**config.mk**
```make
export PLATFORM = sky130hd
export DESIGN_NAME = fp_addsub_seq
export DESIGN_NICKNAME = d
export VERILOG_FILES = /design/src/rtl/fp_addsub_seq.sv
export SDC_FILE = /design/constraint.sdc
export NUM_CORES = 2
export LEC_CHECK = 0
export BUFFER_PORTS_ARGS = -buffer_cell sky130_fd_sc_hd__buf_2
export CAP_MARGIN = 40
export CORE_MARGIN = 1.5
export CORE_UTILIZATION = 36
export CTS_BUF_LIST = sky130_fd_sc_hd__clkbuf_8
export DETAILED_ROUTE_END_ITERATION = 7
export GPL_ROUTABILITY_DRIVEN = 0
export SYNTH_ARGS = -nofsm -noshare
export SYNTH_HDL_FRONTEND = slang
export SYNTH_SLANG_ARGS = --single-unit
```
**constraint.sdc**
```tcl
create_clock -name clk -period 42 [get_ports clk]
set_input_delay 4.2 -clock clk [delete_from_list [all_inputs] [get_ports clk]]
set_output_delay 4.2 -clock clk [all_outputs]
set_load 0.03 [all_outputs]
```
**src/rtl/fp_addsub_seq.sv**
```systemverilog
// Multi-cycle floating-point add/subtract with round-to-nearest-even, special-value bypass and
// exception flags. One operation in flight; start/done handshake with a fixed five-cycle latency.
module fp_addsub_seq #(
  parameter int EXP_W = 11,
  parameter int MAN_W = 52
) (
  input  logic                   clk,
  input  logic                   reset,
  input  logic                   start,
  input  logic                   op_sub,
  input  logic [EXP_W+MAN_W:0]   a,
  input  logic [EXP_W+MAN_W:0]   b,
  output logic                   busy,
  output logic                   done,
  output logic [EXP_W+MAN_W:0]   result,
  output logic [3:0]             flags
);

  localparam int W    = 1 + EXP_W + MAN_W;
  localparam int M    = MAN_W + 1;          // mantissa with hidden bit
  localparam int X    = MAN_W + 4;          // mantissa plus guard, round, sticky
  localparam int EE   = EXP_W + 2;          // working exponent with sign bit
  localparam int LZ_W = $clog2(X + 1);

  localparam logic [EXP_W-1:0] EXP_MAX   = '1;
  localparam logic [EXP_W-1:0] SHIFT_LIM = EXP_W'(MAN_W + 3);
  localparam logic [W-1:0]     QNAN      = {1'b0, {EXP_W{1'b1}}, 1'b1, {(MAN_W-1){1'b0}}};

  localparam logic [2:0] S_IDLE   = 3'd0;
  localparam logic [2:0] S_UNPACK = 3'd1;
  localparam logic [2:0] S_ALIGN  = 3'd2;
  localparam logic [2:0] S_ADD    = 3'd3;
  localparam logic [2:0] S_NORM   = 3'd4;
  localparam logic [2:0] S_ROUND  = 3'd5;

  logic [2:0]       state;
  logic [W-1:0]     a_q, b_q;
  logic             sa_u, sb_u, za_u, zb_u, ia_u, ib_u, na_u, nb_u;
  logic [EXP_W-1:0] ea_u, eb_u;
  logic [M-1:0]     ma_u, mb_u;
  logic             sign_r, sub_r, spec_r;
  logic [EXP_W-1:0] exp_r;
  logic [X-1:0]     big_r, small_r;
  logic [W-1:0]     spec_res_r;
  logic [3:0]       spec_flg_r;
  logic [X:0]       sum_r;

  assign busy = (state != S_IDLE);
  assign done = (state == S_ROUND);

  // ---------------- control and architectural outputs ----------------
  always_ff @(posedge clk) begin
    if (reset) begin
      state  <= S_IDLE;
      result <= '0;
      flags  <= '0;
    end else begin
      case (state)
        S_IDLE:   if (start) state <= S_UNPACK;
        S_UNPACK: state <= S_ALIGN;
        S_ALIGN:  state <= S_ADD;
        S_ADD:    state <= S_NORM;
        S_NORM: begin
          state  <= S_ROUND;
          result <= res_n;
          flags  <= flg_n;
        end
        S_ROUND:  state <= S_IDLE;
        default:  state <= S_IDLE;
      endcase
    end
  end

  // ---------------- ALIGN: order by magnitude, shift the smaller operand ----------------
  logic             a_big, sign_al;
  logic [EXP_W-1:0] big_e, diff;
  logic [M-1:0]     big_m, small_m;
  logic [X-1:0]     small_ext, shifted;

  // NOTE: every combinational output gets a default first so no latch is inferred.
  always_comb begin
    a_big     = (ea_u > eb_u) || ((ea_u == eb_u) && (ma_u >= mb_u));
    big_e     = a_big ? ea_u : eb_u;
    diff      = a_big ? (ea_u - eb_u) : (eb_u - ea_u);
    big_m     = a_big ? ma_u : mb_u;
    small_m   = a_big ? mb_u : ma_u;
    sign_al   = a_big ? sa_u : sb_u;
    small_ext = {small_m, 3'b000};
    shifted   = '0;
    if (diff >= SHIFT_LIM) begin
      shifted[0] = |small_m;
    end else begin
      shifted    = small_ext >> diff;
      shifted[0] = shifted[0] | (|(small_ext & ~({X{1'b1}} << diff)));
    end
  end

  logic         spec_al;
  logic [W-1:0] spec_res_al;
  logic [3:0]   spec_flg_al;

  always_comb begin
    spec_al     = 1'b1;
    spec_res_al = '0;
    spec_flg_al = '0;
    if (na_u || nb_u) begin
      spec_res_al = QNAN;
    end else if (ia_u && ib_u && (sa_u != sb_u)) begin
      spec_res_al = QNAN;
      spec_flg_al = 4'b1000;
    end else if (ia_u) begin
      spec_res_al = {sa_u, EXP_MAX, {MAN_W{1'b0}}};
    end else if (ib_u) begin
      spec_res_al = {sb_u, EXP_MAX, {MAN_W{1'b0}}};
    end else if (za_u && zb_u) begin
      // Opposite-signed zeros sum to +0; only two negative zeros keep the sign.
      spec_res_al = {sa_u & sb_u, {(W-1){1'b0}}};
    end else if (za_u) begin
      spec_res_al = {sb_u, eb_u, mb_u[MAN_W-1:0]};
    end else if (zb_u) begin
      spec_res_al = {sa_u, ea_u, ma_u[MAN_W-1:0]};
    end else begin
      spec_al = 1'b0;
    end
  end

  // ---------------- ADD: magnitude add or larger-minus-smaller ----------------
  logic [X:0] sum_n;

  always_comb begin
    sum_n = sub_r ? ({1'b0, big_r} - {1'b0, small_r})
                  : ({1'b0, big_r} + {1'b0, small_r});
  end

  // ---------------- NORM + ROUND ----------------
  logic [LZ_W-1:0]  lzc;
  logic             found, inc;
  logic [X-1:0]     n_m;
  logic [EE-1:0]    e_n, e_o;
  logic [M:0]       mr;
  logic [MAN_W-1:0] frac_o;
  logic [W-1:0]     res_n;
  logic [3:0]       flg_n;

  always_comb begin
    lzc   = '0;
    found = 1'b0;
    for (int i = X - 1; i >= 0; i--) begin
      if (!found) begin
        if (sum_r[i]) found = 1'b1;
        else          lzc   = lzc + LZ_W'(1);
      end
    end

    if (sum_r[X]) begin
      n_m = {sum_r[X:2], sum_r[1] | sum_r[0]};
      e_n = EE'(exp_r) + EE'(1);
    end else begin
      n_m = sum_r[X-1:0] << lzc;
      e_n = EE'(exp_r) - EE'(lzc);
    end

    inc = n_m[2] & (n_m[1] | n_m[0] | n_m[3]);
    mr  = {1'b0, n_m[X-1:3]} + (M+1)'(inc);
    if (mr[M]) begin
      frac_o = mr[MAN_W:1];
      e_o    = e_n + EE'(1);
    end else begin
      frac_o = mr[MAN_W-1:0];
      e_o    = e_n;
    end

    res_n = {sign_r, e_o[EXP_W-1:0], frac_o};
    flg_n = {3'b000, n_m[2] | n_m[1] | n_m[0]};
    if (spec_r) begin
      res_n = spec_res_r;
      flg_n = spec_flg_r;
    end else if (sum_r == '0) begin
      res_n = '0;
      flg_n = '0;
    end else if (!e_o[EE-1] && (e_o >= EE'(EXP_MAX))) begin
      res_n = {sign_r, EXP_MAX, {MAN_W{1'b0}}};
      flg_n = 4'b0101;
    end else if (e_o[EE-1] || (e_o == '0)) begin
      res_n = {sign_r, {(W-1){1'b0}}};
      flg_n = 4'b0011;
    end
  end

  // ---------------- datapath registers ----------------
  // NOTE: datapath registers carry no reset; each is written before the stage that reads it.
  always_ff @(posedge clk) begin
    if (state == S_IDLE && start) begin
      a_q <= a;
      b_q <= {b[W-1] ^ op_sub, b[W-2:0]};
    end
    if (state == S_UNPACK) begin
      sa_u <= a_q[W-1];
      sb_u <= b_q[W-1];
      ea_u <= a_q[W-2:MAN_W];
      eb_u <= b_q[W-2:MAN_W];
      ma_u <= {|a_q[W-2:MAN_W], a_q[MAN_W-1:0]};
      mb_u <= {|b_q[W-2:MAN_W], b_q[MAN_W-1:0]};
      za_u <= (a_q[W-2:MAN_W] == '0);
      zb_u <= (b_q[W-2:MAN_W] == '0);
      ia_u <= (a_q[W-2:MAN_W] == EXP_MAX) && (a_q[MAN_W-1:0] == '0);
      ib_u <= (b_q[W-2:MAN_W] == EXP_MAX) && (b_q[MAN_W-1:0] == '0);
      na_u <= (a_q[W-2:MAN_W] == EXP_MAX) && (a_q[MAN_W-1:0] != '0);
      nb_u <= (b_q[W-2:MAN_W] == EXP_MAX) && (b_q[MAN_W-1:0] != '0);
    end
    if (state == S_ALIGN) begin
      sign_r     <= sign_al;
      exp_r      <= big_e;
      big_r      <= {big_m, 3'b000};
      small_r    <= shifted;
      sub_r      <= sa_u ^ sb_u;
      spec_r     <= spec_al;
      spec_res_r <= spec_res_al;
      spec_flg_r <= spec_flg_al;
    end
    if (state == S_ADD) begin
      sum_r <= sum_n;
    end
  end

endmodule
```
==> summary.md <==
| Metric | Value |
|---|---|
| Tmin final | 39.33 ns |
| WL per Instance | 21.7 um |
| FF+latch area | 16700 um^2 |
| Initial antenna violation count | 7 |
| Clock skew | 0.0689 ns |
| Warnings from Yosys | 0 |
| Leak | 20.2 nW |
| Total power | 1.86 mW |
| R2R Path Start | sum_r[52]$_DFFE_PN_ |
| Final Max Slew Viols | 0 |
| TritonCTS buffer count | 96 |
| Final Cycle Share | 93.7% |
| Slack of the critical path | 2.67 ns |
| IO buf count | 201 |
| Post-synth EDFFs | 509 |
| Number of max-cap violations | 0 |
| First-pass iteration count of the detailed router | 8 |
| Clock sinks | 580 |
| Slew headroom | 39.5% |
| Routed vias | 40300 |
| Avg Inst Size Synth | 8.89 um^2 |
| Area share of the largest cell type after synthesis | 33.3% |
| Fill cells | 12400 |
| Worst setup path start | sum_r[52]$_DFFE_PN_ |
| Yosys top cell by area | edfxtp_1 |
| Total GRT Usage | 22.5% |
| VDD IR-drop max | 0.0273 mV |
| Share of cells above drive strength 1 | 12.0% |
| Post-synth top cells | 610 x nor2_1, 509 x edfxtp_1, 469 x nand2_1 |
| Max H-tree Level | 3 |
| Sequential fraction of the synthesis area | 36.4% |
| Residual DRC | 0 |
| Via/cell ratio | 5.77 |
| Crit Path Class | reg2reg |
| TritonCTS clock tree | built |
| Post-Syn Area | 45900 um^2 |
| Core area | 126000 um^2 |
| Area taken by multi-input logic gates | 27300 um^2 |
| WL met1 | 70.3 mm |
| Most frequent cell after synthesis | nor2_1 |
| Critical Path Fanout Max | 24 |
| Crit path to | result[50]$_SDFFE_PP0N_ |
| Die height | 360 um |
| Setup WS pre-CTS | 1.55 ns |
| GRT overflow | 0 |
| DIE AREA | 130000 um^2 |
| Remaining antenna violation count | 0 |
| Number of synthesized register bits | 580 |
| Bufs and invs on worst path | 6 |
| CTS Hold Bufs | 0 |
| Area grow syn2layout | 10.5% |
| Design Area, Final | 50700 um^2 |
| Met3 WL | 15.2 mm |
| DR top layer | met5 |
| Final setup vio count | 0 |
| Netlist cell types | 114 |
| First-pass GRT wire length | 226 mm |
| Largest net degree at the start of global routing | 80 |
| Slowest cell on crit path | or4_4 |
| Fmax | 25.4 MHz |
| Power Density | 36.7 nW/um^2 |
| Final core occ | 40.2% |
| Hold Path Stages | 0 |
| Worst Setup End Kind | flip-flop |
| Synth async-reset ratio | 0% |
| Layout net count | 5631 |
| CTS clock-pin slew for the worst setup and hold paths | 0.07 ns |
| Worst Path Arrival | 39.95 ns |
| CTS Root Cell | clkbuf_8 |
| IO Count | 202 |
| Critical R2R Capture | result[50]$_SDFFE_PP0N_ |
| Detailed Place HPWL | 119 mm |
| Die width | 360 um |
| Required @ worst endpoint | 42.62 ns |
| Later-pin clock latency in the skew report | 0.81 ns |
| Cells after Synth | 5160 |
| Setup slack, reg-to-reg | 2.67 ns |
| Total stage count of the critical path | 204 |
| Post-synth top flop | edfxtp_1 |
| Metal2 WL | 60.9 mm |
| Final hold vios | 0 |
| Initial Util | 36.4% |
| CP delay by family, top | adder cells |
| Worst hold path type | reg2reg |
| Placement Cell Area | 48500 um^2 |
| Std-Cell Rows | 130 |
| Hold_ws | 0.416 ns |
| CP peak stage delay | 0.60 ns |
| Synthesized net count | 5541 |
| Initial DRC Count | 5299 |
| Vias in the first global route | 36700 |
| Final wirelength | 152 mm |
| Outcome | finished clean |
| Bufs on Longest Clock Path | 3 |
| Crit start category | flip-flop |
| Worst R2R Path Depth | 204 |
| Synth top area cells | edfxtp_1 33%, mux2i_1 7.0%, ha_1 6.7% |
| CP dominant cell by count | ha_1 |
| Worst Max-Slew Pin Slew | 0.904 ns |
-- layout make-up --
type	instances	area share (%)
repair buffers	289	3.40
clock buffers	97	2.63
clock inverters	80	1.26
well taps	1650	4.07
diodes	1	0.00494
multi-input cells	4035	53.8
flip-flops and latches	580	33.0
inverters	248	1.84
-- cell usage in the layout, fill, tap and decap left out, drive strengths merged, types with 116 or more instances in the layout --
| cell type | instances |
|---|---|
| nand3 | 116 |
| nor2 | 610 |
| a21oi | 437 |
| buf | 289 |
| o21ai | 231 |
| edfxtp | 509 |
| mux2i | 321 |
| ha | 245 |
| xnor2 | 192 |
| nand2 | 469 |
| inv | 285 |
| nor3 | 133 |
-- how the worst min path moves through the flow --
stage / startpoint / to
floorplan: a_q[63]$_DFFE_PP_ / sa_u$_DFFE_PP_
global placement: a_q[63]$_DFFE_PP_ / sa_u$_DFFE_PP_
detailed placement: a_q[63]$_DFFE_PP_ / sa_u$_DFFE_PP_
CTS: a_q[63]$_DFFE_PP_ / sa_u$_DFFE_PP_
global route: a_q[63]$_DFFE_PP_ / sa_u$_DFFE_PP_
finish: b_q[49]$_DFFE_PP_ / mb_u[49]$_DFFE_PP_
-- cell families after synthesis --
family / Yosys count / synth area share (%)
fa+ha+maj: 250 / 6.88
xor+xnor: 283 / 6.14
mux: 424 / 9.74
flops: 580 / 36.4
simple gates: 1816 / 18.8
compound gates: 1262 / 17.4
buf+inv: 545 / 4.67
-- registers in the layout, indices dropped and copies added, names as in the netlist, 4 cells and up --
| register | count |
|---|---|
| ea_u | 11 |
| big_r | 53 |
| spec_res_r | 64 |
| a_q | 64 |
| mb_u | 53 |
| eb_u | 11 |
| small_r | 56 |
| result | 64 |
| exp_r | 11 |
| ma_u | 53 |
| b_q | 64 |
| flags | 4 |
| sum_r | 57 |
-- where the power goes --
group / internal (mW) / switching, mW
Combinational: 0.206 / 0.403
Clock: 0.275 / 0.243
Sequential: 0.692 / 0.0434
-- worst reg2reg max path: cells and delay by family, from the launching register on --
family | cells | cell delay, ns
flip-flops | 1 | 0.43
AO/OA/AOI/OAI | 51 | 7.91
XOR/XNOR | 5 | 1.10
AND/OR/NAND/NOR | 67 | 7.91
multiplexers | 25 | 4.73
adder cells (fa/ha/maj) | 50 | 16.10
buffers and inverters | 6 | 1.00
-- through the flow --
| stage | cells | setup TNS [ns] |
|---|---|---|
| after floorplan | 5160 | 0 |
| after global placement | 6773 | 0 |
| after detailed placement | 6782 | 0 |
| after CTS | 6959 | 0 |
| after global routing | 6980 | -4.01 |
| final | 6980 | 0 |
-- repair_timing --
action / in CTS / in global routing
gates resized for setup: 0 / 33
endpoints found under the setup margin: 0 / 66
buffers inserted: 0 / 19
-- per-layer routing --
| metal | GRT usage, % | vias up |
|---|---|---|
| met5 | 0 | - |
| met4 | 7.52 | 4 |
| met3 | 5.09 | 304 |
| met2 | 31.4 | 1993 |
| met1 | 33.5 | 19000 |
| li1 | - | 19000 |
(Power assumes the default switching activity.)
